[src/rtl/wb_arb_pkg.sv]
// Shared types and helpers for the Wishbone N-master arbiter and its picker.
package wb_arb_pkg;

    typedef enum logic [1:0] {
        IDLE    = 2'd0,
        GRANTED = 2'd1,
        ABORT   = 2'd2
    } arb_state_t;

    localparam int ARB_FIXED = 0;
    localparam int ARB_RR    = 1;

    // Index width that stays at least one bit wide for degenerate counts.
    function automatic int idx_width(input int n);
        return (n > 1) ? $clog2(n) : 1;
    endfunction

endpackage

[src/rtl/wb_arb_picker.sv]
// Combinational request picker: lowest index wins in fixed mode, nearest index
// after the pointer (with wrap-around) wins in round-robin mode.
module wb_arb_picker
    import wb_arb_pkg::*;
#(
    parameter int N  = 4,
    parameter int IW = idx_width(N)
) (
    input  logic [N-1:0]  i_req,
    input  logic [IW-1:0] i_ptr,
    input  logic          i_rr,
    output logic          o_valid,
    output logic [IW-1:0] o_idx
);

    int            w_cand;
    logic [IW-1:0] w_k;

    always_comb begin
        o_valid = |i_req;
        o_idx   = '0;
        w_cand  = 0;
        w_k     = '0;
        if (i_rr) begin
            // Walk from the farthest offset inward so the nearest requester overwrites.
            for (int k = N; k >= 1; k--) begin
                w_cand = (int'(i_ptr) + k) % N;
                w_k    = w_cand[IW-1:0];
                if (i_req[w_k]) o_idx = w_k;
            end
        end else begin
            for (int k = N - 1; k >= 0; k--) begin
                w_k = k[IW-1:0];
                if (i_req[w_k]) o_idx = w_k;
            end
        end
    end

endmodule

[src/rtl/wb_arbiter_n_masters.sv]
// Wishbone B3 classic arbiter: N masters share one slave port, with fixed-priority
// or round-robin selection, preemption between strobes and a per-strobe watchdog.
module wb_arbiter_n_masters
    import wb_arb_pkg::*;
#(
    parameter int NUM_MASTERS = 4,
    parameter int DATA_WIDTH  = 32,
    parameter int ADDR_WIDTH  = 32,
    parameter int ARB_MODE    = 0,
    parameter int PREEMPT     = 1,
    parameter int TIMEOUT     = 1024
) (
    input  logic                                 clk,
    input  logic                                 rst_n,
    input  logic [NUM_MASTERS-1:0]               i_m_we,
    input  logic [NUM_MASTERS-1:0]               i_m_cyc,
    input  logic [NUM_MASTERS-1:0]               i_m_stb,
    input  logic [NUM_MASTERS*DATA_WIDTH/8-1:0]  i_m_sel,
    input  logic [NUM_MASTERS*ADDR_WIDTH-1:0]    i_m_adr,
    input  logic [NUM_MASTERS*DATA_WIDTH-1:0]    i_m_dat,
    output logic [NUM_MASTERS-1:0]               o_m_ack,
    output logic [NUM_MASTERS-1:0]               o_m_err,
    output logic [NUM_MASTERS-1:0]               o_m_int,
    output logic [DATA_WIDTH-1:0]                o_m_dat,
    output logic                                 o_s_we,
    output logic                                 o_s_stb,
    output logic                                 o_s_cyc,
    output logic [DATA_WIDTH/8-1:0]              o_s_sel,
    output logic [ADDR_WIDTH-1:0]                o_s_adr,
    output logic [DATA_WIDTH-1:0]                o_s_dat,
    input  logic [DATA_WIDTH-1:0]                i_s_dat,
    input  logic                                 i_s_ack,
    input  logic                                 i_s_int,
    output logic                                 o_grant_valid,
    output logic [idx_width(NUM_MASTERS)-1:0]    o_grant_idx,
    output logic                                 o_timeout
);

    localparam int SEL_W = DATA_WIDTH / 8;
    localparam int IW    = idx_width(NUM_MASTERS);
    localparam int WD_W  = idx_width(TIMEOUT);

    localparam bit RR_EN      = (ARB_MODE == ARB_RR);
    localparam bit PREEMPT_EN = (ARB_MODE == ARB_FIXED) && (PREEMPT != 0);
    localparam bit WD_EN      = (TIMEOUT > 0);
    localparam logic [WD_W-1:0] WD_LAST = WD_W'((TIMEOUT > 0) ? TIMEOUT - 1 : 0);

    arb_state_t             r_state;
    logic                   r_grant_valid;
    logic [IW-1:0]          r_grant_idx;
    logic [IW-1:0]          r_ptr;
    logic [WD_W-1:0]        r_wdog;
    logic                   r_timeout;
    logic [NUM_MASTERS-1:0] r_err;

    logic [ADDR_WIDTH-1:0]  w_adr [NUM_MASTERS];
    logic [DATA_WIDTH-1:0]  w_dat [NUM_MASTERS];
    logic [SEL_W-1:0]       w_sel [NUM_MASTERS];

    logic                   w_pick_valid;
    logic [IW-1:0]          w_pick_idx;
    logic                   w_granted;
    logic                   w_g_cyc;
    logic                   w_expire;
    logic                   w_preempt;
    logic [NUM_MASTERS-1:0] w_lower_mask;

    for (genvar g = 0; g < NUM_MASTERS; g++) begin : g_unpack
        assign w_adr[g] = i_m_adr[g*ADDR_WIDTH +: ADDR_WIDTH];
        assign w_dat[g] = i_m_dat[g*DATA_WIDTH +: DATA_WIDTH];
        assign w_sel[g] = i_m_sel[g*SEL_W +: SEL_W];
    end

    wb_arb_picker #(
        .N  (NUM_MASTERS),
        .IW (IW)
    ) u_picker (
        .i_req   (i_m_cyc),
        .i_ptr   (r_ptr),
        .i_rr    (RR_EN),
        .o_valid (w_pick_valid),
        .o_idx   (w_pick_idx)
    );

    assign w_granted = (r_state == GRANTED);
    assign w_g_cyc   = i_m_cyc[r_grant_idx];

    // Slave side is a pure mux of the owner; nothing leaks out in IDLE or ABORT.
    always_comb begin
        o_s_cyc = 1'b0;
        o_s_stb = 1'b0;
        o_s_we  = 1'b0;
        o_s_sel = '0;
        o_s_adr = '0;
        o_s_dat = '0;
        o_m_ack = '0;
        o_m_int = '0;
        if (w_granted) begin
            o_s_cyc              = w_g_cyc;
            o_s_stb              = w_g_cyc & i_m_stb[r_grant_idx];
            o_s_we               = i_m_we[r_grant_idx];
            o_s_sel              = w_sel[r_grant_idx];
            o_s_adr              = w_adr[r_grant_idx];
            o_s_dat              = w_dat[r_grant_idx];
            o_m_ack[r_grant_idx] = i_s_ack;
            o_m_int[r_grant_idx] = i_s_int;
        end
    end

    assign o_m_dat       = i_s_dat;
    assign o_m_err       = r_err;
    assign o_timeout     = r_timeout;
    assign o_grant_valid = r_grant_valid;
    assign o_grant_idx   = r_grant_idx;

    assign w_expire     = WD_EN && o_s_stb && !i_s_ack && (r_wdog == WD_LAST);
    assign w_lower_mask = (NUM_MASTERS'(1) << r_grant_idx) - NUM_MASTERS'(1);
    // Only hand the bus over at an idle point: never between stb and its ack.
    assign w_preempt    = PREEMPT_EN && (|(i_m_cyc & w_lower_mask)) && !o_s_stb && !i_s_ack;

    always_ff @(posedge clk or negedge rst_n) begin
        if (!rst_n) begin
            r_state       <= IDLE;
            r_grant_valid <= 1'b0;
            r_grant_idx   <= '0;
            r_ptr         <= IW'(NUM_MASTERS - 1);
            r_wdog        <= '0;
            r_timeout     <= 1'b0;
            r_err         <= '0;
        end else begin
            r_timeout <= 1'b0;
            r_err     <= '0;
            case (r_state)
                IDLE: begin
                    r_wdog <= '0;
                    if (w_pick_valid) begin
                        r_state       <= GRANTED;
                        r_grant_valid <= 1'b1;
                        r_grant_idx   <= w_pick_idx;
                        if (RR_EN) r_ptr <= w_pick_idx;
                    end
                end
                GRANTED: begin
                    if (i_s_ack)
                        r_wdog <= '0;
                    else if (o_s_stb)
                        r_wdog <= r_wdog + WD_W'(1);

                    if (!w_g_cyc && !i_s_ack) begin
                        r_state       <= IDLE;
                        r_grant_valid <= 1'b0;
                    end else if (w_expire) begin
                        r_state   <= ABORT;
                        r_wdog    <= '0;
                        r_timeout <= 1'b1;
                        r_err     <= NUM_MASTERS'(1) << r_grant_idx;
                    end else if (w_preempt) begin
                        r_state       <= IDLE;
                        r_grant_valid <= 1'b0;
                    end
                end
                ABORT: begin
                    r_state       <= IDLE;
                    r_grant_valid <= 1'b0;
                    r_wdog        <= '0;
                end
                default: begin
                    r_state       <= IDLE;
                    r_grant_valid <= 1'b0;
                end
            endcase
        end
    end

`ifndef SYNTHESIS
    a_grant_idx_range: assert property (@(posedge clk) disable iff (!rst_n)
        int'(r_grant_idx) < NUM_MASTERS);
`endif

endmodule
[config.mk]
export PLATFORM = sky130hd
export DESIGN_NAME = wb_arbiter_n_masters
export DESIGN_NICKNAME = d
export VERILOG_FILES = /design/src/rtl/wb_arb_pkg.sv /design/src/rtl/wb_arb_picker.sv /design/src/rtl/wb_arbiter_n_masters.sv
export SDC_FILE = /design/constraint.sdc
export NUM_CORES = 1
export LEC_CHECK = 0
export BUFFER_PORTS_ARGS = -buffer_cell sky130_fd_sc_hd__buf_2
export CORE_AREA = 5 5 169 171
export DETAILED_ROUTE_END_ITERATION = 12
export DIE_AREA = 0 0 174 176
export GPL_TIMING_DRIVEN = 0
export PLACE_DENSITY_LB_ADDON = 0.2
export SYNTH_ARGS = -nofsm -noshare
export SYNTH_HDL_FRONTEND = slang
export SYNTH_HIERARCHICAL = 1
export SYNTH_SLANG_ARGS = --single-unit
[constraint.sdc]
create_clock -name clk -period 2 [get_ports clk]
set_clock_uncertainty 0.1 [all_clocks]
set_input_delay 0.1 -clock clk [delete_from_list [all_inputs] [get_ports clk]]
set_output_delay 0.1 -clock clk [all_outputs]
set_load 0.03 [all_outputs]
==> flow_summary_export.csv <==
group,metric,value,unit
pwr,post-layout-total-power,0.0104,W
yosys,synth_top_cells_by_count,"and2_1 (72), mux4_2 (71), buf_4 (32), dfrtp_1 (20), nand2_1 (15)",
timing,rsz_0062_raised_after_global_routing,"true",
placed_design,numPlacedInstances,1089,
yosys,synth-async-reset-ratio,100,%
drt,wl_per_cell,19.7,um
clock_tree,cts.sinks,20,
yosys,netlist_area,0.00369,mm^2
pwr,clock_network_fraction_of_total_power,4.2,%
pwr,swShare,46.9,%
yosys,post-synth-top-count-cell,"and2_1",
timing,timing.setup.tns,-5350,ps
timing,slew_viol_final,0,
clock_tree,ctsHtreeMaxLevel,1,
worst_setup_path,end_kind,"primary output",
grt,grt_remaining_overflow,0,
grt,number_of_global_route_vias_before_repair,4877,
floorplanning,dieHeight,176,um
pwr,total_switching_power,0.00489,W
finish,syn_to_final_growth,94.7,%
worst_setup_path,timing.critical_path.arrival,1940,ps
drt,initialDrtViolationCount,158,
drt,routed_wirelength,22000,um
floorplanning,num_io_pins,439,
yosys,synth_largest_area_cell,"mux4_2",
min_path,hold_path.class,"input pin to flip-flop",
run_status,status,"finished, violations left",
floorplanning,chipWidth,174,um
worst_setup_path,setup.worst_path.class,"flip-flop to primary output",
yosys,synth_seq_area_share,13.6,%
timing,max_clock_freq,0.466,GHz
finish,final_nets,1095,
yosys,yosysTopAreaCellShare,43.3,%
yosys,netlist_instances,334,
drt,final_antenna_net_count,0,
clock_tree,worst_skew_pair_later_pin_latency,260,ps
yosys,post_synth_main_area_contributors,"mux4_2 (43%), dfrtp_1 (14%), and2_1 (12%)",
yosys,postSynthRegisterBits,20,
clock_tree,clkTransAtPathRegs,60,ps
worst_setup_path,crit_fanout,8,
clock_tree,tritoncts_clock_tree,"built",
yosys,yosys_most_used_dff,"dfrtp_1",
clock_tree,ctsLongestPathBuffers,2,
yosys,synth_enable_flop_cells,0,
drt,route.vias.total,4587,
floorplanning,total_die_area,0.0306,mm^2
finish,drive_above_1_share,81.8,%
clock_tree,cts_made_buffers,3,
run_status,violations,"setup timing",
drt,number_of_remaining_drc_errors,0,
floorplanning,initial_utilization,13.8,%
yosys,synth_warnings,10,
yosys,yosys.cell_types.count,52,
pwr,worst_ir_drop_vdd,0.000608,V
floorplanning,num_rows,60,
pwr,sequentialPowerShare,4.9,%
drt,vias_per_cell,4.11,
floorplanning,fp.coreArea,0.0267,mm^2
worst_setup_path,cp-start-kind,"flip-flop",
timing,finalHoldViolCount,0,
worst_setup_path,endpoint_required_time_on_the_critical_path,1800,ps
grt,grt_usage,12.9,%
pwr,intPower,0.00554,W
placed_design,finalWeightedCongestion,0.885,
timing,layout_worst_path_cycle_share,107,%
timing,setup_viol_count_final,70,
pwr,cellLeakagePower,3.58,nW
pwr,power.density_cell_area,1450,mW/mm^2
timing,final_critical_path_setup_slack,-144,ps
clock_tree,cts-root-buf,"clkbuf_16",
grt,grt_antenna_before_repair,5,
finish,layout.core_utilization,26.9,%
run,cap_viol_max_count,0,
grt,largest_net_degree_at_the_start_of_global_routing,21,
finish,stdcell_count,1115,
timing,period_minus_slack,2140,ps
placed_design,dp_hpwl,19000,um
timing,finalHoldWorstSlack,184,ps
pwr,p_comb_share,90.8,%
yosys,syn-mean-instance-area,11.0,um^2
placed_design,numPortBuffers,406,
grt,grt_first_pass_wirelength,30600,um
drt,drt_first_pass_iters,4,
## timing repair
action / CTS / global route
buffers inserted: 5 / 10
cloned: 0 / 5
hold buffers: 1 / 0
endpoints found under the setup margin: 80 / 88
pin swaps: 0 / 21
hold endpoints to repair: 20 / 0
resized for setup: 140 / 100
## worst max-delay path: stages (launching register included)
cell	delay, ps
dfrtp_2	400
buf_12	150
buf_12	150
clkbuf_16	160
mux4_2	490
and2_4	190
buf_6	130
## sequential cells by signal, indices dropped and copies added (netlist names)
| register | count |
|---|---|
| o_m_err | 4 |
| r_state | 2 |
| o_timeout | 1 |
| o_grant_valid | 1 |
| o_grant_idx | 2 |
| r_wdog | 10 |
## cells by family (layout without fill, tap and decap cells)
group / Yosys count / count (layout) / synth area share (%)
flops: 20 / 20 / 13.6
simple gates: 140 / 140 / 23.6
compound gates: 32 / 32 / 6.24
other cells: 1 / 10 / 0.102
fa+ha+maj: 1 / 1 / 0.339
buf+inv: 66 / 497 / 11.9
mux: 74 / 74 / 44.2
## final timing paths
path                                 from        endpoint  slack (ps)  cells past startpoint
setup / recovery           o_grant_idx[0]      o_s_adr[1]        -140                      6
hold / removal                    i_s_ack   o_grant_valid         180                      3
setup reg to reg           o_grant_idx[0]       r_wdog[6]          40                      7
hold reg to reg                 r_wdog[9]       r_wdog[9]         400                      1
max in group asynchronous           rst_n  o_grant_idx[1]        1210                      2
min in group asynchronous           rst_n       r_wdog[1]         230                      2
## layout make-up
class / instances / area (um^2)
sequential: 20 / 503
multi-input combinational: 256 / 2940
fill: 2897 / 19500
tap: 341 / 427
timing repair buffer: 427 / 2610
inverter: 6 / 22.5
clock buffer: 4 / 78.8
buffer: 60 / 596
antenna: 1 / 2.50
## metal layers
metal  wire length, um  global-route usage [%]  part of all wire [%]  up-vias
li1                  -                       -                     -     2130
met1              8590                    16.0                    39     2164
met2             11200                    22.6                    51      266
met3              2010                    4.30                   9.1       19
met4               152                    1.42                  0.69        8
met5                55                       0                  0.25        -
## layout by cell type, fill, tap and decap left out, drive strengths merged, types with 2 or more instances in the layout
master  Yosys  routed
a31oi       9       9
nand2b      7       7
o221ai      2       2
dfrtp      20      20
conb        1       9
buf        49     470
clkbuf     11      20
and2       72      72
and3        4       4
inv         6       6
mux4       71      71
mux2        2       2
nor2b       2       2
nand3       6       6
nand4       3       3
nand2      16      16
o21ai       5       5
nand4b      3       3
nor2       12      12
nor3b       3       3
a21oi       6       6
nor3        4       4
## power groups by stage
stage,sequential (W),combinational (W),clock [W]
6_report,0.000514,0.00947,0.000441
5_1_grt,0.000522,0.0100,0.000470
4_1_cts,0.000513,0.00847,0.000450
3_5_place_dp,0.000522,0.00721,0
3_3_place_gp,0.000519,0.00724,0
2_1_floorplan,0.000557,0.00506,0
## metrics by stage
step | cell area [um^2] | setup slack [ps]
final | 7180 | -144
after global routing | 7180 | -199
after CTS | 6710 | -179
after detailed placement | 6180 | -805
after global placement | 6180 | -749
after floorplan | 3720 | 69.2
(Power assumes the default switching activity.)
